`src/rtl/program_sequencer.sv`:
```
// ---------------------------------------------------------------------------
// program_sequencer
//
// Program-load and instruction-issue stage that sits directly in front of the
// processor controller. The host streams 20-bit instructions as three bytes
// (A, B, then opcode in the low nibble) into a small program memory. After a
// start pulse, the sequencer fetches the word at the controller's current
// address and presents it with a one-cycle op pulse. Pulses are paced to
// match the controller's instruction cadence.
//
// Word layout in memory: [19:16] opcode, [15:8] operand B, [7:0] operand A.
//
// Ports:
//   clk       in   system clock, rising edge
//   reset     in   synchronous, active-high reset
//   wr_valid  in   host byte valid
//   wr_data   in   [7:0] host byte
//   wr_ready  out  sequencer can accept a byte (LOAD and memory not full)
//   start     in   begin executing the loaded program (1-cycle pulse)
//   addr_in   in   [3:0] controller's current instruction address
//   opcode    out  [3:0] opcode to controller
//   instr_a   out  [7:0] operand A
//   instr_b   out  [7:0] operand B
//   op        out  instruction-valid pulse (high only in ISSUE)
//   prog_len  out  [4:0] number of complete words loaded, 0..16
//   running   out  high in FETCH/ISSUE/WAIT
//   done      out  high once every loaded word has been issued
//
// ISSUE_GAP is the number of idle cycles after each op pulse before the next
// fetch. Values below 2 would outrun the controller and are not supported.
// ---------------------------------------------------------------------------
module program_sequencer #(
  parameter int DEPTH     = 16,
  parameter int ISSUE_GAP = 2
) (
  input  logic       clk,
  input  logic       reset,
  input  logic       wr_valid,
  input  logic [7:0] wr_data,
  output logic       wr_ready,
  input  logic       start,
  input  logic [3:0] addr_in,
  output logic [3:0] opcode,
  output logic [7:0] instr_a,
  output logic [7:0] instr_b,
  output logic       op,
  output logic [4:0] prog_len,
  output logic       running,
  output logic       done
);

  localparam int GAP_W = (ISSUE_GAP > 1) ? $clog2(ISSUE_GAP) : 1;

  typedef enum logic [2:0] {
    S_LOAD,
    S_FETCH,
    S_ISSUE,
    S_WAIT,
    S_DONE
  } state_t;

  state_t             state_reg, state_next;
  logic [GAP_W-1:0]   gap_cnt_reg, gap_cnt_next;
  logic [4:0]         issue_cnt_reg, issue_cnt_next;

  logic [1:0]         phase_reg;
  logic [7:0]         a_byte_reg;
  logic [7:0]         b_byte_reg;
  logic [3:0]         wr_ptr_reg;
  logic [4:0]         prog_len_reg;

  logic [3:0]         opcode_reg;
  logic [7:0]         instr_a_reg;
  logic [7:0]         instr_b_reg;

  // Program memory. No reset: prog_len=0 is what marks the contents invalid.
  logic [19:0]        mem [DEPTH];

  logic               byte_accept;
  logic               word_write;
  logic               start_ok;

  assign wr_ready    = (state_reg == S_LOAD) && (prog_len_reg < 5'(DEPTH));
  assign byte_accept = wr_valid && wr_ready;
  assign word_write  = byte_accept && (phase_reg == 2'd2);

  // A byte accepted in the same cycle takes priority, so start is dropped
  // then; start is also refused mid-word or with an empty program.
  assign start_ok = (state_reg == S_LOAD) && start && (prog_len_reg != 5'd0) &&
                    (phase_reg == 2'd0) && !byte_accept;

  // -------------------------------------------------------------------------
  // FSM state register
  // -------------------------------------------------------------------------
  always_ff @(posedge clk) begin
    if (reset) begin
      state_reg     <= S_LOAD;
      gap_cnt_reg   <= '0;
      issue_cnt_reg <= '0;
    end else begin
      state_reg     <= state_next;
      gap_cnt_reg   <= gap_cnt_next;
      issue_cnt_reg <= issue_cnt_next;
    end
  end

  // -------------------------------------------------------------------------
  // FSM next-state logic
  // -------------------------------------------------------------------------
  always_comb begin
    state_next     = state_reg;
    gap_cnt_next   = gap_cnt_reg;
    issue_cnt_next = issue_cnt_reg;
    case (state_reg)
      S_LOAD: begin
        if (start_ok) begin
          state_next = S_FETCH;
        end
      end
      S_FETCH: begin
        state_next = S_ISSUE;
      end
      S_ISSUE: begin
        issue_cnt_next = issue_cnt_reg + 5'd1;
        gap_cnt_next   = '0;
        if ((issue_cnt_reg + 5'd1) == prog_len_reg) begin
          state_next = S_DONE;
        end else begin
          state_next = S_WAIT;
        end
      end
      S_WAIT: begin
        if (gap_cnt_reg == GAP_W'(ISSUE_GAP - 1)) begin
          state_next = S_FETCH;
        end else begin
          gap_cnt_next = gap_cnt_reg + 1'b1;
        end
      end
      S_DONE: begin
        state_next = S_DONE;
      end
      default: begin
        state_next = S_LOAD;
      end
    endcase
  end

  // -------------------------------------------------------------------------
  // Host byte assembly and load bookkeeping
  // -------------------------------------------------------------------------
  always_ff @(posedge clk) begin
    if (reset) begin
      phase_reg    <= 2'd0;
      a_byte_reg   <= 8'd0;
      b_byte_reg   <= 8'd0;
      wr_ptr_reg   <= 4'd0;
      prog_len_reg <= 5'd0;
    end else if (byte_accept) begin
      case (phase_reg)
        2'd0: begin
          a_byte_reg <= wr_data;
          phase_reg  <= 2'd1;
        end
        2'd1: begin
          b_byte_reg <= wr_data;
          phase_reg  <= 2'd2;
        end
        default: begin
          phase_reg    <= 2'd0;
          wr_ptr_reg   <= wr_ptr_reg + 4'd1;
          prog_len_reg <= prog_len_reg + 5'd1;
        end
      endcase
    end
  end

  // Memory write port; the upper nibble of the opcode byte is discarded.
  always_ff @(posedge clk) begin
    if (word_write && !reset) begin
      mem[wr_ptr_reg] <= {wr_data[3:0], b_byte_reg, a_byte_reg};
    end
  end

  // Registered read in FETCH. The outputs hold their last fetched values in
  // every other state.
  always_ff @(posedge clk) begin
    if (reset) begin
      opcode_reg  <= 4'd0;
      instr_a_reg <= 8'd0;
      instr_b_reg <= 8'd0;
    end else if (state_reg == S_FETCH) begin
      opcode_reg  <= mem[addr_in][19:16];
      instr_b_reg <= mem[addr_in][15:8];
      instr_a_reg <= mem[addr_in][7:0];
    end
  end

  assign opcode   = opcode_reg;
  assign instr_a  = instr_a_reg;
  assign instr_b  = instr_b_reg;
  assign op       = (state_reg == S_ISSUE);
  assign prog_len = prog_len_reg;
  assign running  = (state_reg == S_FETCH) || (state_reg == S_ISSUE) ||
                    (state_reg == S_WAIT);
  assign done     = (state_reg == S_DONE);

endmodule

```
`config.mk`:
```
export PLATFORM = sky130hd
export DESIGN_NAME = program_sequencer
export DESIGN_NICKNAME = d
export VERILOG_FILES = /design/src/rtl/program_sequencer.sv
export SDC_FILE = /design/constraint.sdc
export NUM_CORES = 1
export LEC_CHECK = 0
export CAP_MARGIN = 20
export CORE_UTILIZATION = 55
export DETAILED_ROUTE_END_ITERATION = 8
export PLACE_DENSITY = 0.73
export SETUP_SLACK_MARGIN = 0.02
export SLEW_MARGIN = 20
export SYNTH_ARGS = -nofsm -noshare
export SYNTH_HDL_FRONTEND = slang
export SYNTH_SLANG_ARGS = --single-unit
```
`constraint.sdc`:
```
create_clock -name clk -period 4.9 [get_ports clk]
set_input_delay 1.225 -clock clk [delete_from_list [all_inputs] [get_ports clk]]
set_output_delay 1.225 -clock clk [all_outputs]
set_load 0.02 [all_outputs]
```
==> impl_metrics.env, run 1 <==
export IMPL_yosysWarningCount=0
export IMPL_dp_final_hpwl_um=18090
export IMPL_finalSetupViolCount=0
export IMPL_syn_area_per_cell_sq_um=17.67
export IMPL_dieArea_sq_um=26960
export IMPL_p_total_mw=6.519
export IMPL_yosysTopAreaCell="edfxtp_1"
export IMPL_wl_um=29340
export IMPL_clkLatencyLatePin_ns=0.52
export IMPL_top_register="mem"
export IMPL_ys_seq_area_frac=0.7415
export IMPL_layout_common_cells="edfxtp_1, dfxtp_1, mux4_2"
export IMPL_fp_dieW_um=164.2
export IMPL_slew_viol_final=0
export IMPL_synth_nets=842
export IMPL_status="finished clean"
export IMPL_numPortBuffers=44
export IMPL_worst_pin_slew_ns=0.9894
export IMPL_place_congestion=0.8869
export IMPL_crit_type="flop to output pin"
export IMPL_crit_slowest_cell="or4_4"
export IMPL_synth_seq_cells=376
export IMPL_hp_start="instr_b[4]$_SDFFE_PP0N_"
export IMPL_syn_inst=819
export IMPL_clkTransAtPathRegs_ns=0.06
export IMPL_dp_slack_ns=1.071
export IMPL_fmax_mhz=286.4
export IMPL_r2r_start="state_reg[2]$_SDFFE_PP0P_"
export IMPL_syn2layout_area_growth_pct=13.89
export IMPL_ys_flop_type="edfxtp_1"
export IMPL_ys_top_cells_by_area="edfxtp_1, mux4_2, dfxtp_1"
export IMPL_layout_setup_ws_ns=1.409
export IMPL_wl_per_cell_um=23.74
export IMPL_yosysTopAreaCellShare=0.6640
export IMPL_synthMuxAreaShare=0.1185
export IMPL_finalSetupTns_ns=0
export IMPL_hp_class="flop to flop"
export IMPL_grt_max_degree=87
export IMPL_synthSimpleGateAreaFrac=0.04133
export IMPL_grt_pass1_wl_um=45710
export IMPL_grt_pass1_vias=7767
export IMPL_ioPinCount=45
export IMPL_rows=59
export IMPL_cts_tree="built"
export IMPL_min_period_ns=3.491
export IMPL_p_per_area_nw_per_um2=395.5
export IMPL_clock_path_buffers=3
export IMPL_start_util=0.5585
export IMPL_synth_edf_count=320
export IMPL_startpoint="state_reg[2]$_SDFFE_PP0P_"
export IMPL_vias=7611
export IMPL_fin_crit_sh=0.7125
export IMPL_fp_dieH_um=164.2
export IMPL_syn_area_sq_um=14470
export IMPL_synth_top_family_by_area="multiplexers"
export IMPL_clock_skew_ns=0.02248
export IMPL_leakagePower_nw=5.343
export IMPL_peakVddDrop_uv=254.7
export IMPL_cts_resized=0
export IMPL_synth_xor_area_frac=0.009684
export IMPL_layout_commonest_cell="edfxtp_1"
export IMPL_antenna_found_initial=0
export IMPL_htreeDepth=2
export IMPL_via_per_inst=6.158
export IMPL_core_area_sq_um=25910
export IMPL_hold_buffers=0
export IMPL_start_kind="flop"
export IMPL_ys_types=51
export IMPL_relSlewSlack=0.3404
export IMPL_largest_reg_flops=320
export IMPL_cts_root_buf="clkbuf_16"
export IMPL_synth_adder_area_share=0.006052
export IMPL_post_cts_setup_buffers=0
export IMPL_critPathRequiredTime_ns=3.67
export IMPL_crit_path_max_fanout=10
export IMPL_firstDrtPassIters=5
export IMPL_path_cells="or4_4, inv_6, clkdlybuf4s50_1"
export IMPL_gr_total_overflow=0
export IMPL_antenna_cells=0
export IMPL_ant_nets=0
export IMPL_finalHoldViolCount=0
export IMPL_slowest_delay_ns=0.63
export IMPL_track_usage=0.2293
export IMPL_layout_drive_gt1_share=0.2064
export IMPL_rsz0062_at_grt="no"
export IMPL_drt_initial_drc_count=715
export IMPL_cts_buffers=37
export IMPL_drc=0
export IMPL_synth_compound_area_frac=0.06312
export IMPL_cts_num_sinks=376
export IMPL_end_kind="output pin"
export IMPL_timing_max_cap_violations=0
export IMPL_final_nets=896
export IMPL_worstPathArrival_ns=2.27
export IMPL_synthArstFlopShare=0
cell type report:
class / count / area (sq um)
sequential: 376 / 10730
fill: 1764 / 9429
multi-input combinational: 384 / 3505
clock buffer: 51 / 1031
timing repair buffer: 64 / 596.8
tap: 335 / 419.2
clock inverter: 16 / 157.7
inverter: 10 / 42.54
cell usage after synthesis, drive strengths merged, types with 5 or more instances:
cell type,count
a21oi,34
a221o,13
a22oi,7
buf,24
clkbuf,25
dfxtp,56
edfxtp,320
ha,7
inv,10
mux2,27
mux2i,24
mux4,52
nand2,47
nand2b,5
nand3,6
nor2,46
nor3,10
o211ai,7
o21ai,15
o221ai,14
o22ai,27
xnor2,9
xor2,7
where the power goes:
group,internal [mW],total (mW),switching (mW),leakage [nW]
Sequential,3.48,3.53,0.0432,3.32
Clock,1.63,2.77,1.14,0.577
Combinational,0.0930,0.220,0.127,1.45
Total,5.21,6.52,1.31,5.34
stage by stage:
step                instance area [sq um]  hold slack [ns]    util  std cells
floorplan                           14470           0.4546       -        819
CTS                                 16480           0.4964  0.6360       1236
finish                              16480           0.4938  0.6361       1236
detailed placement                  15290           0.4822  0.5901       1169
global route                        16480           0.5215  0.6361       1236
global placement                    15290           0.4621  0.5901       1169
routing by layer:
layer	GRT usage	wire length, um	up-vias
met1	0.3280	12670	3940
met2	0.3738	14530	266
li1	-	-	3359
met4	0.06397	493	0
met3	0.02854	1641	46
met5	0	0	-
critical path: cells and delay by family (launching register included):
kind,cells,cell delay [ns]
buffers and inverters,2,0.73
DFF,1,0.40
and+or+nand+nor,1,0.63
cells by family (layout without fill, tap and decap cells):
kind of cell | after synthesis | in the layout
mux | 103 | 103
buf+inv | 59 | 141
xor+xnor | 16 | 16
simple gates | 129 | 129
fa+ha+maj | 7 | 7
compound gates | 129 | 129
flops | 376 | 376
path summary, 6_finish.rpt:
check | to | slack [ns] | cells after the start
setup / recovery | wr_ready | 1.41 | 3
hold reg to reg | instr_b[4]$_SDFFE_PP0N_ | 0.49 | 2
setup reg to reg | mem[7][15]$_DFFE_PP_ | 2.41 | 5
hold / removal | instr_b[4]$_SDFFE_PP0N_ | 0.49 | 2
(Power assumes the default switching activity.)
==> run 2, diff against run 1 <==
--- a/config.mk
+++ b/config.mk
@@ -8,7 +8,7 @@
 export CAP_MARGIN = 20
 export CORE_UTILIZATION = 55
 export DETAILED_ROUTE_END_ITERATION = 8
-export PLACE_DENSITY = 0.73
+export PLACE_DENSITY = 0.75
 export SETUP_SLACK_MARGIN = 0.02
 export SLEW_MARGIN = 20
 export SYNTH_ARGS = -nofsm -noshare
==> constraint.sdc (replaced) <==
create_clock -name clk -period 2.85 [get_ports clk]
set_input_delay 0.7125 -clock clk [delete_from_list [all_inputs] [get_ports clk]]
set_output_delay 0.7125 -clock clk [all_outputs]
set_load 0.02 [all_outputs]
==> run 2 against run 1 <==
  * Combinational power up 82%
  * Routed wire length down 3.5%
  * Clock power up 75%
  * Non-clock buffer count up 28
  * Sequential cell count unchanged
  * Largest power group unchanged
  * Clock skew down 0.010 ns
  * Core utilization up 1.9 points
  * Clock-buffer cell count up 3
==> impl_metrics.env, run 2 (synthesis results as in run 1) <==
export IMPL_grt_pass1_vias=7636
export IMPL_layout_drive_gt1_share=0.2368
export IMPL_crit_type="flop to output pin"
export IMPL_cts_tree="built"
export IMPL_cts_buffers=37
export IMPL_cts_root_buf="clkbuf_16"
export IMPL_htreeDepth=2
export IMPL_crit_path_max_fanout=8
export IMPL_grt_pass1_wl_um=44990
export IMPL_p_per_area_nw_per_um2=667.3
export IMPL_drc=0
export IMPL_clkTransAtPathRegs_ns=0.06
export IMPL_status="finished clean"
export IMPL_core_area_sq_um=25910
export IMPL_top_register="mem"
export IMPL_hp_class="flop to flop"
export IMPL_timing_max_cap_violations=0
export IMPL_grt_max_degree=36
export IMPL_relSlewSlack=0.4266
export IMPL_track_usage=0.2250
export IMPL_antenna_cells=0
export IMPL_finalHoldViolCount=0
export IMPL_clock_skew_ns=0.01200
export IMPL_slowest_delay_ns=0.63
export IMPL_layout_common_cells="edfxtp_1, dfxtp_1, mux4_2"
export IMPL_path_cells="nor3b_2, buf_4, clkdlybuf4s50_1"
export IMPL_fillers=1722
export IMPL_leakagePower_nw=5.546
export IMPL_slew_viol_final=0
export IMPL_wl_um=28320
export IMPL_peakVddDrop_uv=448.5
export IMPL_start_util=0.5585
export IMPL_min_period_ns=2.711
export IMPL_rows=59
export IMPL_clock_path_buffers=3
export IMPL_crit_slowest_cell="clkdlybuf4s50_1"
export IMPL_place_congestion=0.7788
export IMPL_worstPathArrival_ns=2.00
export IMPL_start_kind="flop"
export IMPL_clkLatencyLatePin_ns=0.52
export IMPL_finish_utilization=0.6546
export IMPL_via_per_inst=5.973
export IMPL_fp_dieH_um=164.2
export IMPL_fmax_mhz=368.9
export IMPL_end_kind="output pin"
export IMPL_drt_initial_drc_count=600
export IMPL_antenna_found_initial=0
export IMPL_dp_final_hpwl_um=18620
export IMPL_fin_crit_sh=0.9512
export IMPL_critPathRequiredTime_ns=2.14
export IMPL_register_area_sq_um=10730
export IMPL_syn2layout_area_growth_pct=17.21
export IMPL_final_nets=924
export IMPL_multi_input_area_sq_um=3530
export IMPL_wl_per_cell_um=22.40
export IMPL_ant_nets=0
export IMPL_fp_dieW_um=164.2
export IMPL_dieArea_sq_um=26960
export IMPL_firstDrtPassIters=6
export IMPL_worst_pin_slew_ns=0.8575
export IMPL_finalSetupViolCount=0
export IMPL_finalSetupTns_ns=0
export IMPL_cts_num_sinks=376
export IMPL_numPortBuffers=44
export IMPL_layout_commonest_cell="edfxtp_1"
export IMPL_ioPinCount=45
export IMPL_vias=7550
export IMPL_largest_reg_flops=320
export IMPL_gr_total_overflow=0
export IMPL_rsz0062_at_grt="no"
==> run 2: metrics by stage <==
stage / worst slack, ns / total power, mW / instances / instance area, sq um / hold slack [ns]
4_1_cts: 0.1227 / 11.39 / 1264 / 16960 / 0.4920
6_report: 0.1392 / 11.32 / 1264 / 16960 / 0.4915
3_5_place_dp: 0.08951 / 6.578 / 1197 / 15740 / 0.4812
2_1_floorplan: 0.1407 / 6.411 / 819 / 14490 / 0.4546
3_3_place_gp: 0.1980 / 6.567 / 1197 / 15740 / 0.4671
5_1_grt: 0.05468 / 11.63 / 1264 / 16960 / 0.5013
==> run 2: worst paths after layout <==
check,from,end,slack (ns),depth (start not counted)
hold reg to reg,gap_cnt_reg$_SDFFE_PP0P_,gap_cnt_reg$_SDFFE_PP0P_,0.49,2
setup / recovery,state_reg[1]$_SDFFE_PP0P_,op,0.14,3
hold / removal,gap_cnt_reg$_SDFFE_PP0P_,gap_cnt_reg$_SDFFE_PP0P_,0.49,2
setup reg to reg,prog_len[4]$_SDFFE_PP0P_,mem[10][12]$_DFFE_PP_,0.53,5
==> run 2: worst max-delay path: cells and delay by family (launching register included) <==
family	cells	cell delay [ns]
simple gates	1	0.21
buf+inv	2	0.81
flops	1	0.47
==> run 2: metal layers <==
layer  GRT usage  up-vias  share of wire
li1            -     3433              -
met1      0.3277     3851           0.44
met2      0.3540      228           0.48
met3     0.03990       38          0.059
met4     0.05808        0          0.016
met5           0        -              0
==> run 2: timing repair <==
item                                   in CTS  in global routing
buffers inserted                            0                  0
endpoints found under the hold margin       0                  0
hold buffers                                0                  0
gates resized for setup                     1                  0
setup endpoints to repair                   1                  0
==> run 2: where the power goes <==
part           internal, mW  total [mW]  switching [mW]  leakage [nW]
logic                 0.175       0.401           0.226          1.61
clock network          2.90        4.86            1.96         0.602
registers              5.99        6.06          0.0712          3.33
==> run 2: cell type report <==
cell class / count / share of cell area
inverter: 10 / 0.002508
timing repair buffer: 92 / 0.05982
sequential: 376 / 0.6326
clock inverter: 13 / 0.009147
tap: 335 / 0.02471
clock buffer: 54 / 0.06314
multi-input combinational: 384 / 0.2081
==> run 3, diff against run 2 <==
--- a/config.mk
+++ b/config.mk
@@ -6,6 +6,7 @@
 export NUM_CORES = 1
 export LEC_CHECK = 0
 export CAP_MARGIN = 20
+export CORE_MARGIN = 5
 export CORE_UTILIZATION = 55
 export DETAILED_ROUTE_END_ITERATION = 8
 export PLACE_DENSITY = 0.75
==> run 3 against run 2 <==
  * Clock power fell by 3%
  * Design area is 0.83% lower
  * Total power is 1.4% lower
  * Sequential share of layout area rose by 0.53 points
  * Critical path type unchanged
  * Largest cell class unchanged
  * Highest routed layer unchanged
==> impl_metrics.env, run 3 (synthesis results as in run 1) <==
export IMPL_drc=0
export IMPL_hold_slack_ns=0.4837
export IMPL_reg2reg_depth=5
export IMPL_antenna_found_initial=0
export IMPL_core_area_sq_um=25980
export IMPL_layout_setup_ws_ns=0.1288
export IMPL_crit_slowest_cell="clkdlybuf4s50_1"
export IMPL_fin_area_sq_um=16820
export IMPL_status="finished clean"
export IMPL_place_inst=1198
export IMPL_finalSetupViolCount=0
export IMPL_rrSetupSlack_ns=0.44
export IMPL_dp_slack_ns=0.07076
export IMPL_slew_viol_final=0
export IMPL_hp_start="instr_b[0]$_SDFFE_PP0N_"
export IMPL_min_period_ns=2.721
export IMPL_slowest_delay_ns=0.62
export IMPL_critPathRequiredTime_ns=2.14
export IMPL_place_area_sq_um=15630
export IMPL_grt_pass1_vias=7833
export IMPL_final_cells=1266
export IMPL_ioPinCount=45
export IMPL_clock_skew_ns=0.009633
export IMPL_layout_drive_gt1_share=0.2342
export IMPL_p_per_area_nw_per_um2=663.6
export IMPL_start_util=0.5569
export IMPL_via_per_inst=6.043
export IMPL_final_nets=926
export IMPL_fp_dieH_um=172.2
export IMPL_finalHoldViolCount=0
export IMPL_wl_per_cell_um=23.26
export IMPL_drt_initial_drc_count=766
export IMPL_fp_dieW_um=172.2
export IMPL_crit_path_max_fanout=8
export IMPL_regToRegEndpoint="mem[1][6]$_DFFE_PP_"
export IMPL_crit_type="flop to output pin"
export IMPL_place_congestion=0.7831
export IMPL_cts_tree="built"
export IMPL_timing_max_cap_violations=0
export IMPL_cts_root_buf="clkbuf_16"
export IMPL_largest_reg_flops=320
export IMPL_min_path_cells=2
export IMPL_gr_total_overflow=0
export IMPL_hold_end="instr_b[0]$_SDFFE_PP0N_"
export IMPL_dp_final_hpwl_um=18560
export IMPL_path_buf_inv=2
export IMPL_worst_pin_slew_ns=0.7550
export IMPL_end_kind="output pin"
export IMPL_start_kind="flop"
export IMPL_syn2layout_area_growth_pct=16.24
export IMPL_peakVddDrop_uv=426.8
export IMPL_clkTransAtPathRegs_ns=0.06
export IMPL_top_register="mem"
export IMPL_fmax_mhz=367.5
export IMPL_hp_class="flop to flop"
export IMPL_finish_utilization=0.6473
export IMPL_crit_family="buffers and inverters"
export IMPL_layout_commonest_cell="edfxtp_1"
export IMPL_hold_buffers=0
export IMPL_clock_path_buffers=3
export IMPL_vias=7651
export IMPL_firstDrtPassIters=5
export IMPL_fillers=1731
export IMPL_htreeDepth=2
export IMPL_layout_common_cells="edfxtp_1, dfxtp_1, mux4_2"
export IMPL_path_cells="nor3b_2, buf_4, clkdlybuf4s50_1"
export IMPL_rows=59
export IMPL_track_usage=0.2076
export IMPL_antenna_cells=0
export IMPL_relSlewSlack=0.4951
export IMPL_dieArea_sq_um=29660
export IMPL_worstPathArrival_ns=2.01
export IMPL_r2r_start="state_reg[2]$_SDFFE_PP0P_"
export IMPL_cts_buffers=38
export IMPL_p_total_mw=11.16
export IMPL_finalSetupTns_ns=0
export IMPL_grt_pass1_wl_um=46550
export IMPL_grt_max_degree=42
export IMPL_rsz0062_at_grt="no"
export IMPL_cts_num_sinks=376
export IMPL_wl_um=29450
export IMPL_numPortBuffers=44
export IMPL_clkLatencyLatePin_ns=0.52
export IMPL_fin_crit_sh=0.9548
export IMPL_leakagePower_nw=5.503
export IMPL_ant_nets=0
run 3: changes by cell type in the layout (fill, tap and decap cells not counted):
cell,change
inv_6,-2
o31a_2,+1
buf_4,+10
clkbuf_1,+3
clkbuf_2,+4
bufinv_16,-2
clkbuf_16,+3
clkinv_1,+2
clkbuf_4,+1
inv_8,-1
o31a_1,-1
clkbuf_8,-4
clkinv_2,-3
buf_12,-9
run 3: cell type report:
class                           count  area (sq um)  share of cell area
Clock inverter                      7         58.81            0.003496
Inverter                           10         42.54            0.002529
Sequential cell                   376         10730              0.6379
Tap cell                          335         419.2             0.02492
Clock buffer                       61          1130             0.06717
Multi-Input combinational cell    384          3531              0.2099
Timing Repair Buffer               93         909.6             0.05408
run 3: report_power, final:
| group | internal [mW] | total (mW) | switching, mW |
|---|---|---|---|
| logic | 0.171 | 0.392 | 0.221 |
| clock network | 2.80 | 4.71 | 1.91 |
| registers | 5.99 | 6.06 | 0.0731 |
| total | 8.96 | 11.2 | 2.20 |
run 3: worst max-delay path by stage:
stage	start	to	slack, ns	cells after the start
3_5_place_dp	reset	mem[1][6]$_DFFE_PP_	0.07	5
3_3_place_gp	reset	opcode[1]$_SDFFE_PP0N_	0.11	6
2_1_floorplan	prog_len[4]$_SDFFE_PP0P_	mem[12][0]$_DFFE_PP_	0.14	5
6_report	state_reg[1]$_SDFFE_PP0P_	op	0.13	3
4_1_cts	state_reg[2]$_SDFFE_PP0P_	wr_ready	0.12	3
5_1_grt	state_reg[1]$_SDFFE_PP0P_	op	0.06	3
run 3: worst register-to-register path: stages (launching register included):
cell	delay, ns
dfxtp_1	0.40
or4_4	0.62
nor4_4	0.30
nand2_1	0.32
nor3_4	0.24
buf_12	0.21
run 3: routing by layer:
layer | track usage | vias up | part of all wire
li1 | - | 3428 | -
met1 | 0.3019 | 3903 | 0.43
met2 | 0.3314 | 280 | 0.49
met3 | 0.04275 | 40 | 0.068
met4 | 0.04614 | 0 | 0.014
met5 | 0 | - | 0
run 3: what timing repair did:
action                     CTS  global route
resized for setup            1             0
setup buffers                0             0
setup endpoints to repair    1             0
